--- src/rtl/mod_generate_demux_pkg.sv ---
// Shared types and defaults for the 1-to-2 stream demultiplexer.
// The per-channel transfer counters are enabled by the macro
// MOD_GENERATE_DEMUX_CNT_EN (see mod_generate_demux.sv).
package mod_generate_demux_pkg;

    // Destination channel as carried on i_select.
    typedef enum logic {
        CH_A = 1'b0,
        CH_B = 1'b1
    } chan_e;

    localparam int DEF_DATA_W = 8;
    localparam int DEF_CNT_W  = 16;

    // Pick the value belonging to the addressed channel.
    function automatic logic chan_pick(input chan_e ch, input logic val_a, input logic val_b);
        return (ch == CH_B) ? val_b : val_a;
    endfunction

endpackage

--- src/rtl/mod_generate_demux_slot.sv ---
// One-entry valid/ready holding register used for each output channel
// of the registered demux datapath.
//
// Handshake: a beat moves across an interface on every rising edge where
// valid and ready are both high; valid never depends on ready, and the
// payload is held stable while valid is high and ready is low.
module mod_generate_demux_slot
    import mod_generate_demux_pkg::*;
#(
    parameter int DATA_W = DEF_DATA_W
) (
    input  logic              i_clk,
    input  logic              i_rst_n,
    input  logic              i_load,
    input  logic [DATA_W-1:0] i_data,
    input  logic              i_ready,
    output logic              o_valid,
    output logic [DATA_W-1:0] o_data
);

    logic              valid_q;
    logic              valid_d;
    logic [DATA_W-1:0] data_q;
    logic [DATA_W-1:0] data_d;

    // Next-state: a load wins over a drain so a simultaneous drain+load keeps valid high.
    always_comb begin
        valid_d = valid_q;
        data_d  = data_q;
        if (valid_q && i_ready) begin
            valid_d = 1'b0;
        end
        if (i_load) begin
            valid_d = 1'b1;
            data_d  = i_data;
        end
    end

    // Slot registers; reset empties the slot and clears the payload.
    always_ff @(posedge i_clk or negedge i_rst_n) begin
        if (!i_rst_n) begin
            valid_q <= 1'b0;
            data_q  <= '0;
        end else begin
            valid_q <= valid_d;
            data_q  <= data_d;
        end
    end

    assign o_valid = valid_q;
    assign o_data  = data_q;

endmodule

--- src/rtl/mod_generate_demux.sv ---
// 1-to-2 stream demultiplexer: routes one valid/ready input stream to
// channel A (i_select=0) or channel B (i_select=1).
//
// REG_OUT=1 (gen_true): a one-entry holding slot per channel, one cycle of
//   latency, full throughput, and no head-of-line blocking between channels.
// REG_OUT=0 (gen_false): combinational pass-through, zero latency.
//
// Optional feature macro MOD_GENERATE_DEMUX_CNT_EN: per-channel counters of
// completed output handshakes on o_cnt_a / o_cnt_b (wrapping). When the
// macro is undefined the counters are absent and the ports read 0.
//
// Handshake: a beat transfers on every rising edge where valid and ready
// are both high. The producer keeps i_select and i_data stable while
// i_valid is high and o_ready is low.
module mod_generate_demux
    import mod_generate_demux_pkg::*;
#(
    parameter int DATA_W  = DEF_DATA_W,
    parameter int REG_OUT = 1,
    parameter int CNT_W   = DEF_CNT_W
) (
    input  logic              i_clk,
    input  logic              i_rst_n,
    input  logic              i_valid,
    input  logic [DATA_W-1:0] i_data,
    input  logic              i_select,
    output logic              o_ready,
    output logic              o_valid_a,
    output logic [DATA_W-1:0] o_data_a,
    input  logic              i_ready_a,
    output logic              o_valid_b,
    output logic [DATA_W-1:0] o_data_b,
    input  logic              i_ready_b,
    output logic              o_busy,
    output logic [CNT_W-1:0]  o_cnt_a,
    output logic [CNT_W-1:0]  o_cnt_b
);

    chan_e             sel_ch;
    logic              valid_a;
    logic              valid_b;
    logic [DATA_W-1:0] data_a;
    logic [DATA_W-1:0] data_b;
    logic              ready_in;

    assign sel_ch = chan_e'(i_select);

    generate
        if (REG_OUT != 0) begin : gen_true
            logic load_a;
            logic load_b;

            // Accept when the addressed slot is empty or draining this cycle;
            // the other slot's state never stalls this channel.
            always_comb begin
                ready_in = chan_pick(sel_ch, !valid_a || i_ready_a, !valid_b || i_ready_b);
                load_a   = i_valid && ready_in && (sel_ch == CH_A);
                load_b   = i_valid && ready_in && (sel_ch == CH_B);
            end

            mod_generate_demux_slot #(
                .DATA_W (DATA_W)
            ) u_slot_a (
                .i_clk   (i_clk),
                .i_rst_n (i_rst_n),
                .i_load  (load_a),
                .i_data  (i_data),
                .i_ready (i_ready_a),
                .o_valid (valid_a),
                .o_data  (data_a)
            );

            mod_generate_demux_slot #(
                .DATA_W (DATA_W)
            ) u_slot_b (
                .i_clk   (i_clk),
                .i_rst_n (i_rst_n),
                .i_load  (load_b),
                .i_data  (i_data),
                .i_ready (i_ready_b),
                .o_valid (valid_b),
                .o_data  (data_b)
            );
        end else begin : gen_false
            // Pure steering; outputs are forced quiet while reset is held so
            // reset looks the same from the consumers' side in both builds.
            always_comb begin
                valid_a  = i_valid && (sel_ch == CH_A) && i_rst_n;
                valid_b  = i_valid && (sel_ch == CH_B) && i_rst_n;
                data_a   = i_rst_n ? i_data : '0;
                data_b   = i_rst_n ? i_data : '0;
                ready_in = chan_pick(sel_ch, i_ready_a, i_ready_b);
            end
        end
    endgenerate

    assign o_ready   = ready_in;
    assign o_valid_a = valid_a;
    assign o_valid_b = valid_b;
    assign o_data_a  = data_a;
    assign o_data_b  = data_b;
    assign o_busy    = valid_a | valid_b;

`ifdef MOD_GENERATE_DEMUX_CNT_EN
    logic [CNT_W-1:0] cnt_a_q;
    logic [CNT_W-1:0] cnt_a_d;
    logic [CNT_W-1:0] cnt_b_q;
    logic [CNT_W-1:0] cnt_b_d;

    // Count output handshakes per channel; natural wrap at 2^CNT_W.
    always_comb begin
        cnt_a_d = cnt_a_q;
        cnt_b_d = cnt_b_q;
        if (valid_a && i_ready_a) begin
            cnt_a_d = cnt_a_q + CNT_W'(1);
        end
        if (valid_b && i_ready_b) begin
            cnt_b_d = cnt_b_q + CNT_W'(1);
        end
    end

    // Counter registers.
    always_ff @(posedge i_clk or negedge i_rst_n) begin
        if (!i_rst_n) begin
            cnt_a_q <= '0;
            cnt_b_q <= '0;
        end else begin
            cnt_a_q <= cnt_a_d;
            cnt_b_q <= cnt_b_d;
        end
    end

    assign o_cnt_a = cnt_a_q;
    assign o_cnt_b = cnt_b_q;
`else
    assign o_cnt_a = '0;
    assign o_cnt_b = '0;
`endif

endmodule

--- config.mk ---
export PLATFORM = sky130hd
export DESIGN_NAME = mod_generate_demux
export DESIGN_NICKNAME = d
export VERILOG_FILES = /design/src/rtl/mod_generate_demux_pkg.sv /design/src/rtl/mod_generate_demux_slot.sv /design/src/rtl/mod_generate_demux.sv
export SDC_FILE = /design/constraint.sdc
export NUM_CORES = 1
export LEC_CHECK = 0
export CAP_MARGIN = 5
export CORE_UTILIZATION = 35
export DETAILED_ROUTE_END_ITERATION = 16
export PLACE_DENSITY = 0.79
export SETUP_SLACK_MARGIN = 0.3
export SLEW_MARGIN = 20
export SYNTH_ARGS = -nofsm -noshare
export SYNTH_HDL_FRONTEND = slang
export SYNTH_SLANG_ARGS = --single-unit
--- constraint.sdc ---
create_clock -name i_clk -period 1.7 [get_ports i_clk]
set_clock_uncertainty 0.15 [all_clocks]
set_input_delay 0.34 -clock i_clk [delete_from_list [all_inputs] [get_ports i_clk]]
set_output_delay 0.34 -clock i_clk [all_outputs]
set_load 0.03 [all_outputs]
==> metrics.txt <==
TritonCTS Buffers 3; GRT Util Overall 0.137; reg2reg start gen_true.u_slot_b.o_valid; CP Class register to output port; clk buf depth 2; Max Clock Freq 0.575 GHz; Startpoint Class register; Worst Setup EP o_ready; die area 3080 µm²; number of core rows 19; Residual DRC 0; top post-synthesis cells by count buf_4 (32), dfrtp_1 (18), mux2_4 (8); Skew-Pair Late Insertion Delay 0.29 ns; via count 654; Mapped Cells 78; CP arrival 1.25 ns; fin. max-slew vios 0; Root Buffer clkbuf_4; Leak 0.744 nW; clock slew at reported path FFs 0.11 ns; Area after DPL 1290 µm²; Area Growth Syn to Fin 39.4%; Final Cycle Share 1.02; Detailed Place HPWL 1360 µm; Crit Path Max Fanout 2; Worst R2R Path Depth 5; outcome finished, violations left; Avg Vias per Cell 4.11; Critical Path Source gen_true.u_slot_b.o_valid; Post-synth top flop dfrtp_1; vias in the first global route 639; Synth Cell Area 1000 µm²; top cell type's share of synthesized area 0.450; RSZ-0062 raised after global routing true; Starting Density 0.366; final net count 143; setup violators final 1; peak supply drop 530 µV; H-tree levels 1; DRT Pass-1 Iters 1; clock tree sinks 18; routed length per instance 12.3 µm; Critical Path Sink Type output port; register area share after synthesis 0.450; antenna cells 0; Tot Pwr 1.45 mW; # IOs 66; Async SR Flop Fraction 1.00; CTS tree done; global-route wire length before repair 3220 µm; count leader, synth buf_4; Die Height 55.5 µm; violated checks setup timing; Max Cap Viol 0; Mean Syn Cell Area 12.8 µm²; Core Footprint 2730 µm²; total of warnings raised by yosys 0; EDFF count, synth 0; 1st-iter DRT viols 0; worst setup margin -0.0390 ns; Period minus WS final 1.74 ns; final hold violations 0; post-route ant nets 0; synth top area cells dfrtp_1 (45%), buf_4 (24%), mux2_4 (12%); input/output buffers 33; Reg2Reg Setup Slack 0.07 ns; pwr/cell area 1040 nW/µm²; flops & latches, synth 18; Synth area leader dfrtp_1; worst path required time 1.21 ns; synth unique cells 17; hold crit path type input port to async pin; design area 1400 µm²; largest net degree at the start of global routing 19; layout cell share with drive strength beyond 1 0.492; antenna violations before repair 0; RR Endpoint gen_true.u_slot_b.o_data[0]; GPL Wtd Cong 0.690; aggregate routed wire length 1950 µm; die span in x 55.5 µm; gr ovfl total 0
logic make-up (layout without fill, tap and decap cells):
logic type | count (synthesis) | after routing | synth area share
AO/OA/AOI/OAI | 2 | 2 | 0.00999
AND/OR/NAND/NOR | 8 | 8 | 0.0825
flip-flops | 18 | 18 | 0.450
multiplexers | 16 | 16 | 0.210
buffers and inverters | 33 | 52 | 0.244
other | 1 | 32 | 0.00375
placed cells by master (no fill, tap or decap):
cell type,instances
buf_4,14
or2_2,1
or2b_1,1
buf_2,10
conb_1,32
nor2_8,1
nand2_2,1
clkdlybuf4s50_1,11
and2b_4,1
nand3b_4,1
o21ai_0,1
mux2_4,16
buf_6,8
dfrtp_1,17
nor2_4,1
clkbuf_8,1
a21oi_4,1
nand2b_4,1
dfrtp_2,1
dlygate4sd2_1,2
inv_1,1
clkbuf_4,5
power breakdown:
group,internal [mW],switching [mW]
clock,0.131,0.138
sequential,0.502,0.0428
combinational,0.274,0.365
worst max-delay path, stage by stage (launching register included):
cell	delay (ns)
dfrtp_2	0.42
buf_6	0.12
and2b_4	0.17
a21oi_4	0.11
buf_6	0.14
repair_timing:
item                       4_1_cts  5_1_grt
resized for setup              106       23
hold buffers                     0        0
buffers inserted                 1        9
pin swaps                        1        0
setup endpoints to repair       36       30
state kept, by name (all words and copies together), names as in the netlist:
register	count
gen_true.u_slot_a.o_valid	1
gen_true.u_slot_a.o_data	8
gen_true.u_slot_b.o_data	8
gen_true.u_slot_b.o_valid	1
per-layer routing:
metal  global-route usage  vias up  share of wire  routed length, µm
met5                    0        -              0                  0
met4               0.0536        0          0.022                 42
met3               0.0328        4          0.070                137
met2                0.241       39           0.51               1000
met1                0.159      322           0.39                767
li1                     -      289              -                  -
stage by stage:
step | hold slack [ns] | utilization | setup TNS (ns) | cells | worst slack, ns
after detailed placement | 0.331 | 0.470 | -2.19 | 145 | -0.186
after global placement | 0.327 | 0.470 | -1.45 | 145 | -0.145
after CTS | 0.216 | 0.470 | -0.0387 | 150 | -0.0387
after floorplan | -0.106 | - | 0 | 109 | 0.269
final | 0.213 | 0.510 | -0.0390 | 159 | -0.0390
after global routing | 0.216 | 0.510 | -0.0949 | 159 | -0.0949
layout make-up:
class / count / area [µm²]
timing repair buffer: 47 / 388
tap: 31 / 38.8
sequential: 18 / 452
multi-input combinational: 58 / 477
fill: 259 / 1340
clock buffer: 4 / 36.3
inverter: 1 / 3.75
worst min-delay path by stage:
stage	to	slack [ns]	depth (start not counted)
global route	gen_true.u_slot_b.o_data[6]	0.22	2
global placement	gen_true.u_slot_a.o_data[7]	0.33	1
detailed placement	gen_true.u_slot_a.o_data[7]	0.33	1
floorplan	gen_true.u_slot_a.o_data[0]	-0.11	0
finish	gen_true.u_slot_b.o_data[6]	0.21	2
CTS	gen_true.u_slot_a.o_data[7]	0.22	2
Note: power is estimated with default switching activity, not from simulation.
